<file path="src/rtl/mem_arbiter_if.sv">
`default_nettype none
// ============================================================================
// Module      : mem_arbiter_if
// Description : IF / MEM request ports, RAM byte port and stall requests of
//               the memory arbiter, bundled for connection to the pipeline.
// Revision    : 1.0 - initial release
// ============================================================================
interface mem_arbiter_if #(
    parameter int ADDR_WIDTH = 32
);
    logic                  if_req;
    logic [ADDR_WIDTH-1:0] if_addr;
    logic [31:0]           if_data;
    logic                  if_done;
    logic                  mem_req;
    logic                  mem_we;
    logic [1:0]            mem_len;
    logic [ADDR_WIDTH-1:0] mem_addr;
    logic [31:0]           mem_wdata;
    logic [31:0]           mem_rdata;
    logic                  mem_done;
    logic [ADDR_WIDTH-1:0] ram_addr;
    logic                  ram_we;
    logic [7:0]            ram_dout;
    logic [7:0]            ram_din;
    logic                  stallreq_if;
    logic                  stallreq_mem;

    // Arbiter side
    modport slave (
        input  if_req, if_addr, mem_req, mem_we, mem_len, mem_addr, mem_wdata, ram_din,
        output if_data, if_done, mem_rdata, mem_done, ram_addr, ram_we, ram_dout,
        output stallreq_if, stallreq_mem
    );

    // Pipeline / RAM side
    modport master (
        output if_req, if_addr, mem_req, mem_we, mem_len, mem_addr, mem_wdata, ram_din,
        input  if_data, if_done, mem_rdata, mem_done, ram_addr, ram_we, ram_dout,
        input  stallreq_if, stallreq_mem
    );
endinterface
`default_nettype wire

</file>
<file path="src/rtl/mem_arbiter.sv">
`default_nettype none
// ============================================================================
// Module      : mem_arbiter
// Description : Serialises IF word reads and MEM byte/half/word accesses onto
//               one byte-wide RAM port; MEM has priority over IF.
// Revision    : 1.0 - initial release
// ============================================================================
module mem_arbiter #(
    parameter int ADDR_WIDTH   = 32,
    parameter int READ_LATENCY = 1
) (
    input  wire logic     clk,
    input  wire logic     rst,
    mem_arbiter_if.slave  bus
);
    localparam logic [1:0] c_IDLE   = 2'd0;
    localparam logic [1:0] c_IF_RD  = 2'd1;
    localparam logic [1:0] c_MEM_RD = 2'd2;
    localparam logic [1:0] c_MEM_WR = 2'd3;
    localparam logic [2:0] c_RL     = 3'(READ_LATENCY);

    logic [1:0]            r_state;
    logic [1:0]            w_next;
    logic [2:0]            r_cyc;     // edges elapsed since grant, starts at 1
    logic [2:0]            r_n;       // bytes in the current access
    logic [ADDR_WIDTH-1:0] r_base;
    logic [31:0]           r_wdata;
    logic [31:0]           r_rbuf;
    logic [ADDR_WIDTH-1:0] r_ram_addr;
    logic                  r_ram_we;
    logic [7:0]            r_ram_dout;
    logic [31:0]           r_if_data;
    logic                  r_if_done;
    logic [31:0]           r_mem_rdata;
    logic                  r_mem_done;

    logic [2:0]            w_mem_n;
    logic                  w_grant_mem;
    logic                  w_grant_if;
    logic                  w_rd_last;
    logic                  w_wr_last;
    logic [2:0]            w_cap_idx;
    logic                  w_cap_en;
    logic [ADDR_WIDTH-1:0] w_addr_k;
    logic [31:0]           w_rbuf_nxt;
    logic [7:0]            w_wbyte;

    assign w_mem_n     = (bus.mem_len == 2'd0) ? 3'd1 : (bus.mem_len == 2'd1) ? 3'd2 : 3'd4;
    // A requester whose done pulse is up this cycle sits out the next grant
    assign w_grant_mem = bus.mem_req & ~r_mem_done;
    assign w_grant_if  = bus.if_req & ~r_if_done & ~w_grant_mem;
    assign w_rd_last   = (r_cyc == r_n - 3'd1 + c_RL);
    assign w_wr_last   = (r_cyc == r_n);
    assign w_cap_idx   = r_cyc - c_RL;
    assign w_cap_en    = (r_cyc >= c_RL) && (w_cap_idx < r_n);
    assign w_addr_k    = r_base + ADDR_WIDTH'(r_cyc);

    always_comb begin
        w_rbuf_nxt = r_rbuf;
        if (w_cap_en) begin
            case (w_cap_idx[1:0])
                2'd0:    w_rbuf_nxt[7:0]   = bus.ram_din;
                2'd1:    w_rbuf_nxt[15:8]  = bus.ram_din;
                2'd2:    w_rbuf_nxt[23:16] = bus.ram_din;
                default: w_rbuf_nxt[31:24] = bus.ram_din;
            endcase
        end
    end

    always_comb begin
        case (r_cyc[1:0])
            2'd0:    w_wbyte = r_wdata[7:0];
            2'd1:    w_wbyte = r_wdata[15:8];
            2'd2:    w_wbyte = r_wdata[23:16];
            default: w_wbyte = r_wdata[31:24];
        endcase
    end

    always_ff @(posedge clk or posedge rst) begin
        if (rst) r_state <= c_IDLE;
        else     r_state <= w_next;
    end

    always_comb begin
        w_next = r_state;
        case (r_state)
            c_IDLE: begin
                if (w_grant_mem)     w_next = bus.mem_we ? c_MEM_WR : c_MEM_RD;
                else if (w_grant_if) w_next = c_IF_RD;
            end
            c_IF_RD, c_MEM_RD: if (w_rd_last) w_next = c_IDLE;
            c_MEM_WR:          if (w_wr_last) w_next = c_IDLE;
            default:           w_next = c_IDLE;
        endcase
    end

    always_ff @(posedge clk or posedge rst) begin
        if (rst) begin
            r_cyc       <= 3'd0;
            r_n         <= 3'd0;
            r_base      <= '0;
            r_wdata     <= '0;
            r_rbuf      <= '0;
            r_ram_addr  <= '0;
            r_ram_we    <= 1'b0;
            r_ram_dout  <= 8'd0;
            r_if_data   <= '0;
            r_if_done   <= 1'b0;
            r_mem_rdata <= '0;
            r_mem_done  <= 1'b0;
        end else begin
            r_if_done  <= 1'b0;
            r_mem_done <= 1'b0;
            r_cyc      <= r_cyc + 3'd1;
            case (r_state)
                c_IDLE: begin
                    r_cyc    <= 3'd1;
                    r_rbuf   <= '0;
                    r_ram_we <= 1'b0;
                    if (w_grant_mem) begin
                        r_base     <= bus.mem_addr;
                        r_n        <= w_mem_n;
                        r_wdata    <= bus.mem_wdata;
                        r_ram_addr <= bus.mem_addr;
                        r_ram_we   <= bus.mem_we;
                        r_ram_dout <= bus.mem_wdata[7:0];
                    end else if (w_grant_if) begin
                        r_base     <= bus.if_addr;
                        r_n        <= 3'd4;
                        r_ram_addr <= bus.if_addr;
                    end
                end
                c_IF_RD, c_MEM_RD: begin
                    r_rbuf <= w_rbuf_nxt;
                    if (r_cyc < r_n) r_ram_addr <= w_addr_k;
                    if (w_rd_last) begin
                        if (r_state == c_IF_RD) begin
                            r_if_data <= w_rbuf_nxt;
                            r_if_done <= 1'b1;
                        end else begin
                            r_mem_rdata <= w_rbuf_nxt;
                            r_mem_done  <= 1'b1;
                        end
                    end
                end
                default: begin
                    if (w_wr_last) begin
                        r_ram_we   <= 1'b0;
                        r_mem_done <= 1'b1;
                    end else begin
                        r_ram_addr <= w_addr_k;
                        r_ram_we   <= 1'b1;
                        r_ram_dout <= w_wbyte;
                    end
                end
            endcase
        end
    end

    assign bus.ram_addr     = r_ram_addr;
    assign bus.ram_we       = r_ram_we;
    assign bus.ram_dout     = r_ram_dout;
    assign bus.if_data      = r_if_data;
    assign bus.if_done      = r_if_done;
    assign bus.mem_rdata    = r_mem_rdata;
    assign bus.mem_done     = r_mem_done;
    assign bus.stallreq_if  = bus.if_req & ~r_if_done;
    assign bus.stallreq_mem = bus.mem_req & ~r_mem_done;
endmodule
`default_nettype wire

</file>
<file path="src/flat_wrapper.sv">
// flat-port wrapper written by rule: the top's interface ports become plain ports
module mem_arbiter_flat 
#(
    parameter int ADDR_WIDTH   = 32,
    parameter int READ_LATENCY = 1
)
  (clk, rst, bus_if_req, bus_if_addr, bus_mem_req, bus_mem_we, bus_mem_len, bus_mem_addr, bus_mem_wdata, bus_ram_din, bus_if_data, bus_if_done, bus_mem_rdata, bus_mem_done, bus_ram_addr, bus_ram_we, bus_ram_dout, bus_stallreq_if, bus_stallreq_mem);
  mem_arbiter_if #(.ADDR_WIDTH(ADDR_WIDTH)) bus_i ();
  input  wire logic clk;
  input  wire logic rst;
  input wire logic [$bits(bus_i.if_req)-1:0] bus_if_req;
  input wire logic [$bits(bus_i.if_addr)-1:0] bus_if_addr;
  input wire logic [$bits(bus_i.mem_req)-1:0] bus_mem_req;
  input wire logic [$bits(bus_i.mem_we)-1:0] bus_mem_we;
  input wire logic [$bits(bus_i.mem_len)-1:0] bus_mem_len;
  input wire logic [$bits(bus_i.mem_addr)-1:0] bus_mem_addr;
  input wire logic [$bits(bus_i.mem_wdata)-1:0] bus_mem_wdata;
  input wire logic [$bits(bus_i.ram_din)-1:0] bus_ram_din;
  output wire logic [$bits(bus_i.if_data)-1:0] bus_if_data;
  output wire logic [$bits(bus_i.if_done)-1:0] bus_if_done;
  output wire logic [$bits(bus_i.mem_rdata)-1:0] bus_mem_rdata;
  output wire logic [$bits(bus_i.mem_done)-1:0] bus_mem_done;
  output wire logic [$bits(bus_i.ram_addr)-1:0] bus_ram_addr;
  output wire logic [$bits(bus_i.ram_we)-1:0] bus_ram_we;
  output wire logic [$bits(bus_i.ram_dout)-1:0] bus_ram_dout;
  output wire logic [$bits(bus_i.stallreq_if)-1:0] bus_stallreq_if;
  output wire logic [$bits(bus_i.stallreq_mem)-1:0] bus_stallreq_mem;
  assign bus_i.if_req = bus_if_req;
  assign bus_i.if_addr = bus_if_addr;
  assign bus_i.mem_req = bus_mem_req;
  assign bus_i.mem_we = bus_mem_we;
  assign bus_i.mem_len = bus_mem_len;
  assign bus_i.mem_addr = bus_mem_addr;
  assign bus_i.mem_wdata = bus_mem_wdata;
  assign bus_i.ram_din = bus_ram_din;
  assign bus_if_data = bus_i.if_data;
  assign bus_if_done = bus_i.if_done;
  assign bus_mem_rdata = bus_i.mem_rdata;
  assign bus_mem_done = bus_i.mem_done;
  assign bus_ram_addr = bus_i.ram_addr;
  assign bus_ram_we = bus_i.ram_we;
  assign bus_ram_dout = bus_i.ram_dout;
  assign bus_stallreq_if = bus_i.stallreq_if;
  assign bus_stallreq_mem = bus_i.stallreq_mem;
  mem_arbiter #(.ADDR_WIDTH(ADDR_WIDTH), .READ_LATENCY(READ_LATENCY)) u_core (.clk(clk), .rst(rst), .bus(bus_i));
endmodule
</file>
<file path="config.mk">
export PLATFORM = sky130hd
export DESIGN_NAME = mem_arbiter_flat
export DESIGN_NICKNAME = d
export VERILOG_FILES = /design/src/rtl/mem_arbiter_if.sv /design/src/rtl/mem_arbiter.sv /design/src/flat_wrapper.sv
export SDC_FILE = /design/constraint.sdc
export NUM_CORES = 1
export LEC_CHECK = 0
export CAP_MARGIN = 5
export CORE_MARGIN = 1
export CORE_UTILIZATION = 45
export CTS_CLUSTER_SIZE = 16
export DETAILED_ROUTE_END_ITERATION = 10
export PLACE_DENSITY = 0.81
export SETUP_SLACK_MARGIN = 0.4
export SYNTH_ARGS = -nofsm -noshare
export SYNTH_HDL_FRONTEND = slang
export SYNTH_SLANG_ARGS = --single-unit
</file>
<file path="constraint.sdc">
create_clock -name clk -period 21.1 [get_ports clk]
set_input_delay 6.33 -clock clk [delete_from_list [all_inputs] [get_ports clk]]
set_output_delay 6.33 -clock clk [all_outputs]
set_load 0.02 [all_outputs]
</file>
==> results.py, run 1 <==
metrics = {
    "outcome": {
        "status": "completed",
    },
    "synthesis": {
        "postSynthAreaPerCell_um2": 10.68,
        "seq_area_frac_synth_pct": 52.73,
        "synthXorXnorAreaFrac_pct": 1.749,
        "netlist.area_leader.share_pct": 52.73,
        "synthAdderAreaFrac_pct": 2.949,
        "synth_mux_area_share_pct": 10.70,
        "ys_seq_elements": 211,
        "syn_nets": 1072,
        "ys.flop_type": "dfrtp_1",
        "yosys-top-cells-area": "dfrtp_1, mux2i_1, nand2_1, o21ai_0, mux2_2",
        "synth_top_family_by_area": "compound AO/OA/AOI/OAI gates",
        "syn_area_um2": 10010,
        "ys.warnings.count": 0,
        "yosys.area_share.simple_pct": 12.53,
        "synth_cell_types": 69,
        "synth_edf_count": 0,
        "yosys.area.top_type": "dfrtp_1",
        "syn_inst": 938,
        "synth_compound_gate_area_share_pct": 15.79,
        "async_flop_share_pct": 100.0,
    },
    "critical_path": {
        "critical_path.cell_chain": "clkdlybuf4s50_1, nand2b_2, buf_4, inv_1, clkdlybuf4s50_1",
        "slowest_delay_ns": 0.65,
        "path_depth": 5,
        "crit_start": "bus_mem_req",
        "r2r_slack_ns": 17.84,
        "critPathArrivalTime_ns": 8.22,
        "worstRegToRegCells": 7,
        "required_ns": 14.77,
        "worstSetupEndpointType": "output port",
        "path_class": "input port to output port",
        "reg2reg_from": "u_core.r_state[0]$_DFFE_PP0P_",
        "crit_path_end": "bus_stallreq_mem",
        "critPathMaxFanout": 35,
        "worstSetupStartpointType": "input port",
        "path_delay_family": "buffers and inverters",
        "slowest_stage": "clkdlybuf4s50_1",
        "path_common_cell": "clkdlybuf4s50_1",
        "worst-path-buf-inv": 4,
        "worstReg2RegEnd": "u_core.bus.ram_dout[1]$_DFFE_PP0P_",
    },
    "cts": {
        "cts_buffers": 23,
        "clock_tree.buffer_depth": 3,
        "clk_latency_ns": 0.52,
        "post_cts_resized": 0,
        "cts_tree": "yes",
        "holdBufCountCts": 0,
        "htree_levels": 1,
        "clkSlewWorstSetupHoldPaths_ns": 0.06,
        "cts.sinks": 211,
        "post_cts_buffers": 0,
        "cts_root_buffer": "clkbuf_16",
    },
    "detailed_routing": {
        "wl_met1_um": 10730,
        "antenna_left": 0,
        "vias_per_cell": 5.539,
        "postRouteWirelength_um": 24870,
        "top_layer": "met4",
        "drc": 0,
        "routedWlPerCell_um": 17.51,
        "num_vias": 7865,
        "drt_iter0_drc": 465,
        "met3_length_um": 1313,
        "wl_met2_um": 12190,
        "first_pass_iters": 4,
    },
    "floorplan": {
        "fp.dieW_um": 151.2,
        "num_rows": 54,
        "core_area_um2": 21820,
        "die_y_um": 151.2,
        "num_io_pins": 220,
        "initial_core_util_pct": 45.88,
        "die_area_um2": 22850,
    },
    "final_layout": {
        "post-route-util_pct": 59.88,
        "insertedDiodeCount": 0,
        "drive_gt1_share_pct": 8.509,
        "syn_to_final_growth_pct": 30.50,
        "nNetsFinal": 1260,
    },
    "job": {
        "cap_violations": 0,
    },
    "placed_design": {
        "pre_cts_ws_ns": 6.534,
        "io_buffer_count": 219,
        "gp_congestion": 0.8145,
        "place_hpwl_um": 17120,
    },
    "sta": {
        "fmaxAchievable_ghz": 0.06872,
        "min_period_ns": 14.55,
        "worstMarginPinSlew_ns": 1.072,
        "finalCritPeriodShare_pct": 68.96,
        "slew_violations": 0,
        "finClkSkew_ns": 0.01761,
        "slew_headroom_pct": 28.29,
        "finalWorstSetupSlack_ns": 6.549,
        "setup_violations": 0,
        "finalHoldViolations": 0,
        "hold_ws_ns": 0.4816,
        "rsz0062_at_grt": "false",
        "finalSetupTns_ns": 0,
    },
    "grt": {
        "grt_util_all_layers_pct": 22.11,
        "grt_pass1_wl_um": 40230,
        "antenna_found_initial": 0,
        "grt_overflow": 0,
        "grt_pass1_vias": 7806,
        "grt_max_degree": 136,
    },
    "power": {
        "leakagePower_nw": 5.793,
        "cellPowerDensity_nw_per_um2": 168.9,
        "ir_drop_v": 0.00007067,
    },
    "min_path": {
        "min_from": "u_core.bus.mem_rdata[0]$_DFFE_PP0P_",
        "hold_path.class": "register to register",
    },
}
## cell type report
cell class                 count  area (µm²)
fill                        1796        8756
clock inverter                 4       35.03
inverter                      14       60.06
multi-input combinational    651        4404
tap                          280       350.3
clock buffer                  35       700.7
timing repair buffer         225        2237
sequential                   211        5280
## report_power, final
| group | total, mW | internal (mW) | switching, mW |
|---|---|---|---|
| Sequential | 0.746 | 0.605 | 0.142 |
| Combinational | 1.07 | 0.469 | 0.602 |
| Clock | 0.390 | 0.229 | 0.161 |
| Total | 2.21 | 1.30 | 0.905 |
## registers in the layout (all words and copies together), names as in the netlist, 2 cells and up
name and cells:
u_core.r_rbuf 32, u_core.bus.if_data 32, u_core.r_wdata 32, u_core.bus.mem_rdata 32
u_core.bus.ram_dout 8, u_core.bus.ram_addr 32, u_core.r_cyc 3, u_core.r_n 3
u_core.r_base 32, u_core.r_state 2
## worst reg2reg max path, stage by stage, from the launching register on
cell and delay [ns]:
dfrtp_1 0.45, inv_1 0.14, ha_2 0.17, buf_4 0.53
nand2_2 0.69, a21oi_2 0.85, nor2_1 0.13, a31oi_1 0.20
## cell families (layout without fill, tap and decap cells)
family | Yosys count | after routing
AND/OR/NAND/NOR | 260 | 260
multiplexers | 103 | 103
AO/OA/AOI/OAI | 245 | 245
buffers and inverters | 76 | 278
flip-flops | 211 | 211
adder cells (fa/ha/maj) | 23 | 23
XOR/XNOR | 20 | 20
## synthesized netlist by cell type, drive strengths merged, types with 4 or more instances
cell type  number
a211oi          6
a21o           10
a21oi          14
a222oi          8
a22o            5
a31oi           9
and2            4
and4            4
buf            30
clkbuf         32
dfrtp         211
ha             22
inv            13
mux2           32
mux2i          71
nand2         149
nand2b         11
nand3           8
nand4          15
nor2           33
nor2b           4
nor3            5
nor4            4
o211ai         10
o21ai         127
o2bb2ai        31
o31ai           5
or2             6
xnor2           5
xor2           15
## cell usage in the layout (no fill, tap or decap), types with 15 or more instances in the layout
| cell | instances |
|---|---|
| ha_1 | 21 |
| clkbuf_16 | 23 |
| xor2_1 | 15 |
| o2bb2ai_1 | 31 |
| nand2_1 | 146 |
| clkdlybuf4s50_1 | 219 |
| o21ai_1 | 30 |
| nor2_1 | 32 |
| mux2_2 | 32 |
| dfrtp_1 | 211 |
| mux2i_1 | 71 |
| o21ai_0 | 96 |
## routing by layer
layer,vias to the layer above,GRT usage [%]
li1,3744,-
met1,3856,29.27
met2,220,37.61
met3,45,3.404
met4,0,6.100
met5,-,0
## worst min path at each step
stage	slack, ns	endpoint	cells after the start
5_1_grt	0.50	u_core.r_rbuf[0]$_DFFE_PP0N_	1
6_report	0.48	u_core.bus.mem_rdata[0]$_DFFE_PP0P_	2
3_5_place_dp	0.47	u_core.bus.ram_addr[0]$_DFFE_PP0P_	1
2_1_floorplan	0.46	u_core.r_rbuf[24]$_DFFE_PP0N_	1
3_3_place_gp	0.46	u_core.bus.ram_addr[1]$_DFFE_PP0P_	1
4_1_cts	0.48	u_core.bus.mem_rdata[0]$_DFFE_PP0P_	2
## metrics by stage
stage | area (µm²) | power [mW] | instances
3_5_place_dp | 12330 | 1.824 | 1381
6_report | 13070 | 2.207 | 1420
2_1_floorplan | 10010 | 1.428 | 938
4_1_cts | 13070 | 2.222 | 1420
3_3_place_gp | 12330 | 1.787 | 1381
5_1_grt | 13070 | 2.363 | 1420
Power figures use the tool's default switching activity.
==> inputs of run 2 (changes only) <==
--- a/config.mk
+++ b/config.mk
@@ -10,7 +10,7 @@
 export CORE_UTILIZATION = 45
 export CTS_CLUSTER_SIZE = 16
 export DETAILED_ROUTE_END_ITERATION = 10
-export PLACE_DENSITY = 0.81
+export PLACE_DENSITY = 0.84
 export SETUP_SLACK_MARGIN = 0.4
 export SYNTH_ARGS = -nofsm -noshare
 export SYNTH_HDL_FRONTEND = slang
==> constraint.sdc (replaced) <==
create_clock -name clk -period 12.31 [get_ports clk]
set_input_delay 3.693 -clock clk [delete_from_list [all_inputs] [get_ports clk]]
set_output_delay 3.693 -clock clk [all_outputs]
set_load 0.02 [all_outputs]
==> run 2 against run 1 <==
Net effect: wire length up 1.0%; clock skew shrank 0.0021 ns; cell count barely moved; register-to-register slack worse by 8.9 ns; critical path type unchanged; largest cell class unchanged; largest power group unchanged.
==> results.py, run 2 (synthesis results as in run 1) <==
metrics = {
    "cts": {
        "clkSlewWorstSetupHoldPaths_ns": 0.06,
        "cts_tree": "yes",
        "holdBufCountCts": 0,
        "post_cts_resized": 0,
        "cts.sinks": 211,
        "cts_buffers": 23,
        "htree_levels": 1,
        "clock_tree.buffer_depth": 3,
        "clk_latency_ns": 0.50,
        "cts_root_buffer": "clkbuf_16",
        "post_cts_buffers": 0,
    },
    "critical_path": {
        "slowest_stage": "clkdlybuf4s50_1",
        "required_ns": 8.62,
        "path_common_cell": "clkdlybuf4s50_1",
        "critPathMaxFanout": 35,
        "critical_path.cell_chain": "clkdlybuf4s50_1, nand2b_2, buf_4, inv_1, clkdlybuf4s50_1",
        "critPathArrivalTime_ns": 5.59,
        "worstSetupEndpointType": "output port",
        "worstSetupStartpointType": "input port",
        "slowest_delay_ns": 0.66,
        "path_class": "input port to output port",
    },
    "sta": {
        "slew_violations": 0,
        "worstMarginPinSlew_ns": 1.067,
        "setup_violations": 0,
        "finalWorstSetupSlack_ns": 3.029,
        "min_period_ns": 9.281,
        "hold_ws_ns": 0.4758,
        "fmaxAchievable_ghz": 0.1077,
        "finalHoldViolations": 0,
        "finalCritPeriodShare_pct": 75.39,
        "finalSetupTns_ns": 0,
        "slew_headroom_pct": 28.65,
        "finClkSkew_ns": 0.01547,
        "rsz0062_at_grt": "false",
    },
    "grt": {
        "grt_pass1_vias": 7831,
        "grt_overflow": 0,
        "grt_util_all_layers_pct": 22.39,
        "grt_pass1_wl_um": 40350,
        "grt_max_degree": 136,
        "antenna_found_initial": 0,
    },
    "power": {
        "leakagePower_nw": 5.801,
        "ir_drop_v": 0.0001490,
        "p_total_mw": 3.820,
        "cellPowerDensity_nw_per_um2": 291.7,
    },
    "floorplan": {
        "num_io_pins": 220,
        "initial_core_util_pct": 45.88,
        "die_area_um2": 22850,
        "die_y_um": 151.2,
        "num_rows": 54,
        "fp.dieW_um": 151.2,
        "core_area_um2": 21820,
    },
    "detailed_routing": {
        "drc": 0,
        "antenna_left": 0,
        "postRouteWirelength_um": 25120,
        "vias_per_cell": 5.567,
        "routedWlPerCell_um": 17.70,
        "first_pass_iters": 9,
        "num_vias": 7899,
        "drt_iter0_drc": 458,
    },
    "final_layout": {
        "mostFrequentLayoutCell": "clkdlybuf4s50_1",
        "post-route-util_pct": 60.01,
        "n_fill_cell": 1767,
        "stdcell_count": 1419,
        "syn_to_final_growth_pct": 30.79,
        "final_area_um2": 13100,
        "drive_gt1_share_pct": 8.341,
        "insertedDiodeCount": 0,
        "nNetsFinal": 1259,
        "most-common-layout-cells": "clkdlybuf4s50_1, dfrtp_1, nand2_1",
    },
    "placed_design": {
        "place_hpwl_um": 17170,
        "placed_cell_area_um2": 12320,
        "gp_congestion": 0.8125,
        "io_buffer_count": 219,
        "pre_cts_ws_ns": 3.033,
        "placedCellCount": 1380,
    },
    "outcome": {
        "status": "completed",
    },
    "job": {
        "cap_violations": 0,
    },
    "min_path": {
        "hold_path.class": "register to register",
    },
}
[run 2: cell types whose count changed in the layout (fill, tap and decap cells not counted)]
| cell | delta |
|---|---|
| clkbuf_8 | -3 |
| bufinv_16 | +3 |
| clkinv_2 | -1 |
| clkinv_4 | +1 |
| clkbuf_1 | +1 |
| inv_16 | -1 |
| buf_4 | -1 |
[run 2: worst paths after layout]
check	cells after the start	startpoint	slack, ns	end
hold reg to reg	2	u_core.bus.if_data[0]$_DFFE_PP0P_	0.48	u_core.bus.if_data[0]$_DFFE_PP0P_
setup / recovery	5	bus_mem_req	3.03	bus_stallreq_mem
min in group asynchronous	2	rst	3.80	u_core.bus.if_data[21]$_DFFE_PP0P_
setup reg to reg	6	u_core.r_state[1]$_DFFE_PP0P_	8.92	u_core.r_state[0]$_DFFE_PP0P_
hold / removal	2	u_core.bus.if_data[0]$_DFFE_PP0P_	0.48	u_core.bus.if_data[0]$_DFFE_PP0P_
max in group asynchronous	3	rst	6.91	u_core.r_rbuf[21]$_DFFE_PP0N_
[run 2: area by class of cell]
cell class                      instances  area [µm²]  area share [%]
Clock buffer                           33       663.1           5.064
Clock inverter                          6       108.9          0.8312
Inverter                               14       60.06          0.4586
Multi-Input combinational cell        651        4404           33.63
Sequential cell                       211        5280           40.32
Tap cell                              280       350.3           2.675
Timing Repair Buffer                  224        2230           17.02
[run 2: metal layers]
| layer | wire, µm | vias up | part of all wire [%] | track usage, % |
|---|---|---|---|---|
| li1 | - | 3722 | - | - |
| met1 | 10700 | 3890 | 43 | 29.45 |
| met2 | 12370 | 250 | 49 | 38.14 |
| met3 | 1563 | 37 | 6.2 | 3.735 |
| met4 | 476 | 0 | 1.9 | 6.050 |
| met5 | 0 | - | 0 | 0 |
[run 2: worst max-delay path, delay by kind of cell]
family,cells,cell delay [ns]
buffers and inverters,4,1.82
AND/OR/NAND/NOR,1,0.07
[run 2: power breakdown]
group          internal [mW]  switching (mW)
logic                  0.802            1.04
clock network          0.435           0.267
registers               1.04           0.242
